===== config.mk =====
export PLATFORM = sky130hd
export DESIGN_NAME = if_prefetch_flat
export DESIGN_NICKNAME = d
export VERILOG_FILES = /design/src/rtl/if_prefetch_if.sv /design/src/rtl/if_prefetch.sv /design/src/flat_wrapper.sv
export SDC_FILE = /design/constraint.sdc
export NUM_CORES = 1
export LEC_CHECK = 0
export ABC_CLOCK_PERIOD_IN_PS = 12650
export CAP_MARGIN = 10
export CORE_MARGIN = 5
export CORE_UTILIZATION = 52
export DETAILED_ROUTE_END_ITERATION = 10
export GPL_ROUTABILITY_DRIVEN = 1
export GPL_TIMING_DRIVEN = 0
export PLACE_DENSITY_LB_ADDON = 0.25
export SLEW_MARGIN = 20
export SYNTH_ARGS = -nofsm -noshare
export SYNTH_HDL_FRONTEND = slang
export SYNTH_SLANG_ARGS = --single-unit

===== constraint.sdc =====
create_clock -name clk -period 12.65 [get_ports clk]
set_input_delay 1.8975 -clock clk [delete_from_list [all_inputs] [get_ports clk]]
set_output_delay 1.8975 -clock clk [all_outputs]
set_load 0.02 [all_outputs]

===== src/rtl/if_prefetch_if.sv =====
// if_prefetch_if: req/gnt/rvalid instruction-memory bus between the fetch unit (master) and memory (slave)
interface if_prefetch_if #(
  parameter int XLEN = 32
);
  logic            inst_ce_o;
  logic            inst_req_o;
  logic [XLEN-1:0] inst_addr_o;
  logic            inst_gnt_i;
  logic            inst_rvalid_i;
  logic [31:0]     inst_i;
  modport master (
    output inst_ce_o, inst_req_o, inst_addr_o,
    input  inst_gnt_i, inst_rvalid_i, inst_i
  );
  modport slave (
    input  inst_ce_o, inst_req_o, inst_addr_o,
    output inst_gnt_i, inst_rvalid_i, inst_i
  );
endinterface


===== src/rtl/if_prefetch.sv =====
// if_prefetch: pipelined instruction prefetch with DEPTH-entry FIFO and branch flush; IF_PREFETCH_PERF_EN adds bubble/flush counters
module if_prefetch #(
  parameter int              XLEN     = 32,
  parameter int              DEPTH    = 4,
  parameter logic [XLEN-1:0] RESET_PC = '0
) (
  input  logic             clk,
  input  logic             rst,
  input  logic             branch_i,
  input  logic [XLEN-1:0]  branch_addr_i,
  if_prefetch_if.master    mem,
  output logic             id_valid_o,
  input  logic             id_ready_i,
  output logic [31:0]      id_inst_o,
  output logic [XLEN-1:0]  id_pc_o
`ifdef IF_PREFETCH_PERF_EN
  ,
  output logic [31:0]      perf_bubble_o,
  output logic [31:0]      perf_flush_o
`endif
);
  localparam int AW = $clog2(DEPTH);
  localparam int CW = AW + 2;
  localparam logic [CW-1:0] DEP = CW'(DEPTH);

  logic [XLEN-1:0] pc_q, pc_d, resp_pc_q, resp_pc_d, tgt;
  logic [CW-1:0]   count_q, count_d, os_q, os_d, dis_q, dis_d;
  logic [AW-1:0]   wr_q, wr_d, rd_q, rd_d;
  logic            ce_q, req, fire, drop, push, pop;
  logic [XLEN-1:0] pc_mem [DEPTH];
  logic [31:0]     inst_mem [DEPTH];

  assign id_valid_o      = count_q != '0;
  assign id_inst_o       = id_valid_o ? inst_mem[rd_q] : '0;
  assign id_pc_o         = id_valid_o ? pc_mem[rd_q] : '0;
  assign mem.inst_ce_o   = ce_q;
  assign mem.inst_req_o  = req;
  assign mem.inst_addr_o = pc_q;

  // credit check, handshake events and next state; a branch overrides every other event
  always_comb begin
    tgt       = branch_addr_i & ~XLEN'(3);
    req       = rst && ce_q && !branch_i && (count_q + os_q < DEP) && (os_q + dis_q < DEP);
    fire      = req && mem.inst_gnt_i;
    drop      = mem.inst_rvalid_i && (dis_q != '0);
    push      = mem.inst_rvalid_i && (dis_q == '0) && !branch_i;
    pop       = id_valid_o && id_ready_i && !branch_i;
    pc_d      = branch_i ? tgt : fire ? pc_q + XLEN'(4) : pc_q;
    resp_pc_d = branch_i ? tgt : push ? resp_pc_q + XLEN'(4) : resp_pc_q;
    os_d      = branch_i ? '0 : os_q + CW'(fire) - CW'(push);
    dis_d     = branch_i ? dis_q + os_q - CW'(mem.inst_rvalid_i) : dis_q - CW'(drop);
    count_d   = branch_i ? '0 : count_q + CW'(push) - CW'(pop);
    wr_d      = branch_i ? '0 : wr_q + AW'(push);
    rd_d      = branch_i ? '0 : rd_q + AW'(pop);
  end

  // control state; chip select rises on the first edge out of reset
  always_ff @(posedge clk) begin
    if (!rst) begin
      pc_q      <= RESET_PC;
      resp_pc_q <= RESET_PC;
      count_q   <= '0;
      os_q      <= '0;
      dis_q     <= '0;
      wr_q      <= '0;
      rd_q      <= '0;
      ce_q      <= 1'b0;
    end else begin
      pc_q      <= pc_d;
      resp_pc_q <= resp_pc_d;
      count_q   <= count_d;
      os_q      <= os_d;
      dis_q     <= dis_d;
      wr_q      <= wr_d;
      rd_q      <= rd_d;
      ce_q      <= 1'b1;
    end
  end

  // FIFO storage; contents are only meaningful below count_q so it needs no reset
  always_ff @(posedge clk) begin
    if (push) begin
      pc_mem[wr_q]   <= resp_pc_q;
      inst_mem[wr_q] <= mem.inst_i;
    end
  end

`ifdef IF_PREFETCH_PERF_EN
  logic [31:0] bubble_q, flush_q;
  assign perf_bubble_o = bubble_q;
  assign perf_flush_o  = flush_q;

  // free-running counters of decode starvation cycles and redirects
  always_ff @(posedge clk) begin
    if (!rst) begin
      bubble_q <= '0;
      flush_q  <= '0;
    end else begin
      bubble_q <= bubble_q + 32'(ce_q && id_ready_i && !id_valid_o);
      flush_q  <= flush_q + 32'(branch_i);
    end
  end
`endif
endmodule

===== src/flat_wrapper.sv =====
// flat-port wrapper written by rule: the top's interface ports become plain ports
module if_prefetch_flat 
#(
  parameter int              XLEN     = 32,
  parameter int              DEPTH    = 4,
  parameter logic [XLEN-1:0] RESET_PC = '0
)
  (clk, rst, branch_i, branch_addr_i, id_valid_o, id_ready_i, id_inst_o, id_pc_o, mem_inst_ce_o, mem_inst_req_o, mem_inst_addr_o, mem_inst_gnt_i, mem_inst_rvalid_i, mem_inst_i);
  if_prefetch_if #(.XLEN(XLEN)) mem_i ();
  input  logic clk;
  input  logic rst;
  input  logic branch_i;
  input  logic [XLEN-1:0] branch_addr_i;
  output logic id_valid_o;
  input  logic id_ready_i;
  output logic [31:0] id_inst_o;
  output logic [XLEN-1:0] id_pc_o;
  output wire logic [$bits(mem_i.inst_ce_o)-1:0] mem_inst_ce_o;
  output wire logic [$bits(mem_i.inst_req_o)-1:0] mem_inst_req_o;
  output wire logic [$bits(mem_i.inst_addr_o)-1:0] mem_inst_addr_o;
  input wire logic [$bits(mem_i.inst_gnt_i)-1:0] mem_inst_gnt_i;
  input wire logic [$bits(mem_i.inst_rvalid_i)-1:0] mem_inst_rvalid_i;
  input wire logic [$bits(mem_i.inst_i)-1:0] mem_inst_i;
  assign mem_inst_ce_o = mem_i.inst_ce_o;
  assign mem_inst_req_o = mem_i.inst_req_o;
  assign mem_inst_addr_o = mem_i.inst_addr_o;
  assign mem_i.inst_gnt_i = mem_inst_gnt_i;
  assign mem_i.inst_rvalid_i = mem_inst_rvalid_i;
  assign mem_i.inst_i = mem_inst_i;
  if_prefetch #(.XLEN(XLEN), .DEPTH(DEPTH), .RESET_PC(RESET_PC)) u_core (.clk(clk), .rst(rst), .branch_i(branch_i), .branch_addr_i(branch_addr_i), .mem(mem_i), .id_valid_o(id_valid_o), .id_ready_i(id_ready_i), .id_inst_o(id_inst_o), .id_pc_o(id_pc_o));
endmodule

Yosys cells after proc, flatten, opt, wreduce, memory -nomap -nowiden
Memory sizes are Yosys's and may differ from the RTL's. A register that Yosys moved wholly into a read port is not among the register bits.
Cells that the tools add are included.
W data, S select, Z words.
{"block": "totals", "reg_bits": 81, "latch_bits": 0, "mem_bits_rw": 256, "mem_bits_ro": 0, "inputBits": 70, "out_inout_bits": 99, "word_cells": 56, "memories": 2}
{"name": "u_core.inst_mem", "words": 4, "width": 32, "rd": 1, "rd_ports_with_merged_regs": 1, "wr": 1, "line": "if_prefetch.sv:31", "text": "logic [31:0] inst_mem [DEPTH];"}
{"name": "u_core.pc_mem", "words": 4, "width": 32, "rd": 1, "rd_ports_with_merged_regs": 1, "wr": 1, "line": "if_prefetch.sv:30", "text": "logic [XLEN-1:0] pc_mem [DEPTH];"}
{"block": "op_classes", "n_addsub": 12, "mul": 0, "div": 0, "n_lt_le_gt_ge": 2, "n_eq_ne": 0, "shifts": 0, "mux": 12, "bitwise": 1, "reduce_logical": 17}
{"operator": "$mux W32", "count": 6}
{"operator": "$add A32 B3 Y32 const B", "count": 2}
{"operator": "$sub A4 B1 Y4", "count": 4}
{"operator": "$logic_and A1 B1 Y1", "count": 10}
{"operator": "$add A4 B1 Y4", "count": 2}
{"operator": "$add A4 B4 Y4", "count": 2}
{"operator": "$lt A4 B3 Y1 const B", "count": 2}
{"operator": "$reduce_bool A4 Y1", "count": 2}
{"operator": "$add A2 B1 Y2", "count": 2}
{"operator": "$logic_not A4 Y1", "count": 1}
{"operator": "$mux W2", "count": 2}
{"operator": "$mux W4", "count": 1}
{"operator": "$reduce_bool A2 Y1", "count": 2}
{"operator": "$mux W1", "count": 3}
{"operator": "$reduce_or A2 Y1", "count": 1}
{"operator": "$logic_not A1 Y1", "count": 1}
{"operator": "$not A1 Y1", "count": 1}

Logic depth before layout (Yosys ltp)
Gate-level depths: netlist of the first run.
{"block": "depth", "word_depth": 7, "mapped_depth": 13, "mapped_depth_nobuf": 12}

Least setup slack after synthesis of the first run
OpenSTA, ideal clock, no wires.
{"block": "synth_path", "path_kind": "input to register", "start": "input branch_i", "end": "memory u_core.inst_mem[1][0] (enable)", "setup_time_ns": 0.657, "arrival_time_ns": 8.726, "required_ns": 11.993, "path_slack_ns": 3.267, "stages": 3, "n_path_buf": 2, "path_cell_list": "buf_2 clkbuf_1 nor4b_1"}
{"block": "synth_between", "elab_chain_len": 4}
{"element": "start: declaration", "line": "flat_wrapper.sv:12", "text": "input logic branch_i;"}
{"element": "$logic_not A1 Y1", "line": "if_prefetch.sv:46", "text": "push = mem.inst_rvalid_i && (dis_q == '0) && !branch_i;"}
{"element": "$logic_and A1 B1 Y1", "line": "if_prefetch.sv:46"}
{"element": "$mux W1", "line": "if_prefetch.sv:82", "text": "if (push) begin"}
{"element": "$mux W1 (implied by the code)", "line": "if_prefetch.sv:84", "text": "inst_mem[wr_q] <= mem.inst_i;"}
{"element": "end: declaration", "line": "if_prefetch.sv:31"}
Every way passes these cells.

Worst setup path after layout of the first run
{"block": "layout_path", "start": "input rst", "end": "output mem_inst_req_o"}
{"block": "layout_between", "elab_chain_len": 4}
{"element": "start: declaration", "line": "flat_wrapper.sv:11", "text": "input logic rst;"}
{"element": "$logic_and A1 B1 Y1 (4 in a row)", "line": "if_prefetch.sv:43", "text": "req = rst && ce_q && !branch_i && (count_q + os_q < DEP) && (os_q + dis_q < DEP);"}
{"element": "end: declaration", "line": "flat_wrapper.sv:19", "text": "output wire logic [$bits(mem_i.inst_req_o)-1:0] mem_inst_req_o;"}
Every way passes these cells.

==> impl_results.md, run 1 <==
- Setup slack after layout: 6.041 ns
- DPL Wire Length: 21510 um
- Worst Tran Pin Value: 0.9164 ns
- Pleak: 5.607 nW
- Vias in the first global route: 8691
- Async SR Flop Fraction: 0%
- Switching part of the total power: 23.14%
- Clock transition at path regs: 0.06 ns
- Largest net degree at the start of global routing: 35
- Max-slew violation count: 0
- WL final: 30490 um
- Int Power: 1.920 mW
- Outcome: finished, final reports clean
- Arr. time, crit path: 4.71 ns
- Max transition margin: 38.91%
- First-pass GRT wire length: 47750 um
- Routability cong.: 0.8696
- Setup Skew: 0.01980 ns
- Commonest non-fill, non-tap cells in the layout: edfxtp_1, clkdlybuf4s50_1, dfxtp_1
- Post-route DRC: 0
- Chip height: 172.2 um
- F_max: 151.3 MHz
- Filler cells: 1876
- CTS Buf Count: 35
- Die ar.: 0.02964 mm^2
- DRT antenna net count: 0
- Clock Sinks: 325
- Ranking of synthesized cells by area: edfxtp_1, dfxtp_1, mux4_2
- P&R area growth vs syn: 25.04%
- # Post-CTS Setup Buffers: 0
- Chip Width: 172.2 um
- H-tree depth: 2
- Clock share of power: 39.7%
- Synth Cell Area: 0.01368 mm^2
- Type of the worst setup path: in2out
- Synth Flop Type: edfxtp_1
- Psw: 0.5781 mW
- Commonest non-fill, non-tap cell in the layout: edfxtp_1
- Initial antenna violation count: 0
- Startpoint Class: input port
- Setup WS pre-CTS: 6.070 ns
- DR iter-0 viols: 657
- CTS tree: done
- Max-cap violations: 0
- Global-route usage over all layers: 20.78%
- Maximum clock path buffer count: 3
- Post-CTS Resized: 0
- Worst-path fanout max: 10
- Mapped Cells: 917
- Via/cell ratio: 5.678
- Top cell type's share of synthesized area: 54.46%
- Yosys warnings: 0
- Synth Area per Inst: 14.91 um^2
- Rows: 59
- Critical Path RT: 10.75 ns
- Final Setup Violations: 0
- I/O pin cnt: 169
- RSZ-0062 raised after global routing: no
- IO Port Bufs: 161
- Register area share after synthesis: 65.73%
- Starting density of the core: 52.63%
- Fin crit share: 52.25%
- DR WL/cell: 20.26 um
- Final Hold Viols: 0
- Yosys cell types: 52
- Total Power: 2.498 mW
- Hold Path Class: reg2reg
- Total core area: 0.02598 mm^2
- N_diodes: 0
- Largest area contributor in the netlist: edfxtp_1
- Final Non-Filler Cells: 1505
- Global route overflow: 0
- Placed cells: 1443
- Root buf cell: clkbuf_16
- Clock Latency Late Sink: 0.50 ns
- PD cells: 146.1 mW/mm^2
- Number of flops mapped to enable cells by yosys: 248
- Sequential share of power: 48.9%
- Hold_buf cts: 0
- Share of cells above drive strength 1: 13.42%
- DR vias: 8546
- Logic pwr share: 11.4%
- Nets: 1240
- Element type at the critical path end: output port
- Number of synthesized register bits: 325
- DR pass1 iterations: 5
- Peak VDD IR: 0.09609 mV
- Fin crit period: 6.609 ns
[worst paths after layout]
| check | from | to | slack [ns] | cells after the start |
|---|---|---|---|---|
| setup reg to reg | u_core.os_q[1] | u_core.os_q[2] | 9.12 | 12 |
| hold reg to reg | u_core.resp_pc_q[5] | u_core.pc_mem[2][5] | 0.55 | 0 |
| hold / removal | u_core.resp_pc_q[5] | u_core.pc_mem[2][5] | 0.55 | 0 |
| setup / recovery | rst | mem_inst_req_o | 6.04 | 7 |
[through the flow]
stage / hold WS [ns] / utilization, % / instance area (um^2) / setup TNS (ns)
3_3_place_gp: 0.5291 / 60.49 / 15720 / -189.03
6_report: 0.5517 / 65.81 / 17100 / 0
5_1_grt: 0.5587 / 65.81 / 17100 / 0
3_5_place_dp: 0.5429 / 61.45 / 15970 / 0
4_1_cts: 0.5527 / 65.81 / 17100 / 0
2_1_floorplan: 0.4583 / - / 13690 / 0
[power by group through the flow]
stage	logic, mW	clock network (mW)	registers (mW)
final	0.284	0.993	1.22
after global routing	0.309	1.07	1.23
after CTS	0.287	1.02	1.22
after detailed placement	0.285	0	1.24
after global placement	0.274	0	1.25
after floorplan	0.153	0	1.24
[logic make-up after synthesis]
group | Yosys count | synth area share (%)
flops | 325 | 65.73
compound gates | 128 | 5.810
simple gates | 247 | 10.06
buf+inv | 77 | 2.251
xor+xnor | 50 | 3.312
mux | 64 | 10.36
other cells | 1 | 0.02742
fa+ha+maj | 25 | 2.452
[layer usage]
layer,vias to the layer above,wire length [um],global-route usage (%)
met1,4202,13280,29.77
met4,0,510,4.682
li1,3975,-,-
met3,44,2217,4.138
met5,-,0,0
met2,325,14480,33.47
[final cells by class]
class                   instances  area [um^2]  area share, %
repair buffers                188         1836          10.73
plain buffers                  51        210.2          1.229
well taps                     335        419.2          2.451
clock buffers                  42        954.7          5.583
multi-input cells             518         4415          25.82
flip-flops and latches        325         8989          52.56
clock inverters                20        178.9          1.046
inverters                      26        97.59         0.5707
[registers in the layout, indices dropped and copies added, names as in the netlist]
signal,flops
u_core.inst_mem,128
u_core.pc_mem,120
u_core.mem.inst_addr_o,30
u_core.resp_pc_q,30
u_core.count_q,4
u_core.dis_q,4
u_core.os_q,4
u_core.rd_q,2
u_core.wr_q,2
u_core.mem.inst_ce_o,1
[Yosys cell counts (3+ instances only)]
cell type / n
a211oi_1: 3
a21o_1: 5
a21oi_1: 39
a311oi_1: 3
a31oi_1: 18
and2_1: 12
and3_1: 9
and4_1: 8
buf_1: 6
buf_2: 3
buf_4: 4
clkbuf_1: 38
dfxtp_1: 77
edfxtp_1: 248
fa_1: 3
ha_1: 22
inv_1: 26
mux4_2: 62
nand2_1: 44
nand3_1: 26
nand4_1: 16
nor2_1: 33
nor2b_1: 63
nor3_1: 7
o211ai_1: 5
o21a_1: 5
o21ai_0: 29
o311ai_0: 5
o31a_1: 3
o31ai_1: 6
or3_1: 7
or4_1: 9
xnor2_1: 29
xor2_1: 20
[worst max-delay path: stages]
cell	delay (ns)
clkdlybuf4s50_1	0.72
and2b_1	0.33
nand3_1	0.20
nor4b_4	0.57
nand2_1	0.23
inv_1	0.14
clkdlybuf4s50_1	0.62
(Power assumes the default switching activity.)
==> run 2: changes to the inputs <==
--- a/config.mk
+++ b/config.mk
@@ -5,7 +5,7 @@
 export SDC_FILE = /design/constraint.sdc
 export NUM_CORES = 1
 export LEC_CHECK = 0
-export ABC_CLOCK_PERIOD_IN_PS = 12650
+export ABC_CLOCK_PERIOD_IN_PS = 6160
 export CAP_MARGIN = 10
 export CORE_MARGIN = 5
 export CORE_UTILIZATION = 52
==> constraint.sdc (replaced) <==
create_clock -name clk -period 6.16 [get_ports clk]
set_input_delay 0.924 -clock clk [delete_from_list [all_inputs] [get_ports clk]]
set_output_delay 0.924 -clock clk [all_outputs]
set_load 0.02 [all_outputs]
==> impl_results.md, run 2 (synthesized netlist as in run 1, its figures left out) <==
- Type of the worst setup path: in2out
- Outcome: finished, final reports clean
- PD cells: 294.8 mW/mm^2 (+100%)
- Hold Path Class: reg2reg
- Peak VDD IR: 0.1842 mV (+92%)
- DR WL/cell: 20.18 um (-0.41%)
- Via/cell ratio: 5.676 (about the same)
- IO Port Bufs: 161 (unchanged)
- Worst Tran Pin Value: 0.9052 ns (-0.01114 ns)
- Critical Path RT: 5.24 ns (-5.51 ns)
- Post-route cell area: 0.01707 mm^2 (-0.20%)
- RSZ-0062 raised after global routing: no
- Share of cells above drive strength 1: 12.24% (-1.2 points)
- DR vias: 8485 (-0.71%)
- Arr. time, crit path: 3.76 ns (-0.95 ns)
- Startpoint Class: input port
- Fin crit period: 4.688 ns
- F_max: 213.3 MHz
- Chip Width: 172.2 um (unchanged)
- Starting density of the core: 52.63% (unchanged)
- Final Setup Violations: 0 (unchanged)
- Total core area: 0.02598 mm^2 (unchanged)
- Commonest non-fill, non-tap cell in the layout: edfxtp_1
- Nets: 1230 (-0.81%)
- H-tree depth: 2 (unchanged)
- Clock Sinks: 325 (unchanged)
- Biggest regs: u_core.inst_mem (128), u_core.pc_mem (120)
- Max-cap violations: 0 (unchanged)
- Total placed instance area: 0.01600 mm^2 (+0.22%)
- WL final: 30160 um (-1.1%)
- Final Hold Viols: 0 (unchanged)
- N_diodes: 0 (unchanged)
- Worst-path fanout max: 10 (unchanged)
- Filler cells: 1846 (-1.6%)
- DPL Wire Length: 21250 um (-1.2%)
- CTS Buf Count: 34 (-2.9%)
- Max transition margin: 39.65% (+0.74 points)
- DRT antenna net count: 0 (unchanged)
- Pleak: 5.523 nW (-1.5%)
- Commonest non-fill, non-tap cells in the layout: edfxtp_1, clkdlybuf4s50_1, dfxtp_1
- Most flops, register: u_core.inst_mem
- Global-route usage over all layers: 20.40% (-0.38 points)
- Vias in the first global route: 8485 (-2.4%)
- Max FFs per register: 128 (unchanged)
- Rows: 59 (unchanged)
- Element type at the critical path end: output port
- DR pass1 iterations: 7 (+2)
- Final core utilization: 65.68% (-0.13 points)
- Maximum clock path buffer count: 3 (unchanged)
- I/O pin cnt: 169 (unchanged)
- Clock Latency Late Sink: 0.50 ns (about the same)
- Initial antenna violation count: 0 (unchanged)
- Post-CTS Resized: 0 (unchanged)
- Root buf cell: clkbuf_16
- Global route overflow: 0 (unchanged)
- Setup Skew: 0.01538 ns (-0.004423 ns)
- Fin crit share: 76.10%
- Die ar.: 0.02964 mm^2 (unchanged)
- DR iter-0 viols: 674 (+2.6%)
- Clock transition at path regs: 0.06 ns (about the same)
- # Post-CTS Setup Buffers: 0 (unchanged)
- Largest net degree at the start of global routing: 33 (-5.7%)
- Hold_buf cts: 0 (unchanged)
- Post-route DRC: 0 (unchanged)
- Routability cong.: 0.9162 (+5.4%)
- P&R area growth vs syn: 24.79%
- CTS tree: done
- Chip height: 172.2 um (unchanged)
- First-pass GRT wire length: 46700 um (-2.2%)
- Max-slew violation count: 0 (unchanged)
run 2: changes by cell type in the layout (fill, tap and decap cells not counted), sizes merged:
cell and delta:
bufinv -1, inv +1, buf -9, clkinvlp +1
clkbuf +4, clkinv -6
run 2: final timing paths:
check | from | to | slack [ns] | cells after the start
worst max-delay path | rst | mem_inst_req_o | 1.47 | 7
worst min-delay path | u_core.mem.inst_addr_o[24] | u_core.mem.inst_addr_o[24] | 0.54 | 2
worst max register to register | u_core.os_q[0] | u_core.os_q[2] | 2.66 | 13
worst min register to register | u_core.mem.inst_addr_o[24] | u_core.mem.inst_addr_o[24] | 0.54 | 2
run 2: layout make-up:
type	instances	area, um^2	area share (%)
Sequential cell	325	8989	52.67
Multi-Input combinational cell	518	4433	25.98
Timing Repair Buffer	179	1853	10.86
Clock buffer	46	937.1	5.491
Tap cell	335	419.2	2.456
Buffer	51	210.2	1.232
Clock inverter	15	127.6	0.7478
Inverter	26	97.59	0.5718
run 2: layer usage:
| layer | wire length (um) | track usage [%] |
|---|---|---|
| met5 | 0 | 0 |
| met2 | 14240 | 32.49 |
| met4 | 499 | 5.024 |
| met3 | 2336 | 4.275 |
| met1 | 13080 | 29.24 |
run 2: where the power goes:
| group | leakage (nW) | switching [mW] | internal (mW) |
|---|---|---|---|
| Combinational | 2.11 | 0.308 | 0.277 |
| Sequential | 2.89 | 0.0690 | 2.44 |
| Clock | 0.517 | 0.785 | 1.15 |
run 2: critical path, stage by stage:
cell and delay (ns):
clkdlybuf4s50_1 0.71, and2b_1 0.32, nand3_1 0.19, nor4b_4 0.55
nand2_1 0.27, inv_1 0.17, clkdlybuf4s50_1 0.62
run 2: per-stage QoR:
step / TNS [ns] / worst slack (ns) / instances / hold slack [ns] / power (mW)
floorplan: 0 / 0.8836 / 920 / 0.4583 / 2.866
global placement: -331.50 / -2.185 / 1416 / 0.5144 / 3.122
detailed placement: 0 / 1.495 / 1434 / 0.5234 / 3.142
CTS: 0 / 1.486 / 1495 / 0.5390 / 5.081
global route: 0 / 1.365 / 1495 / 0.5636 / 5.238
finish: 0 / 1.472 / 1495 / 0.5443 / 5.032
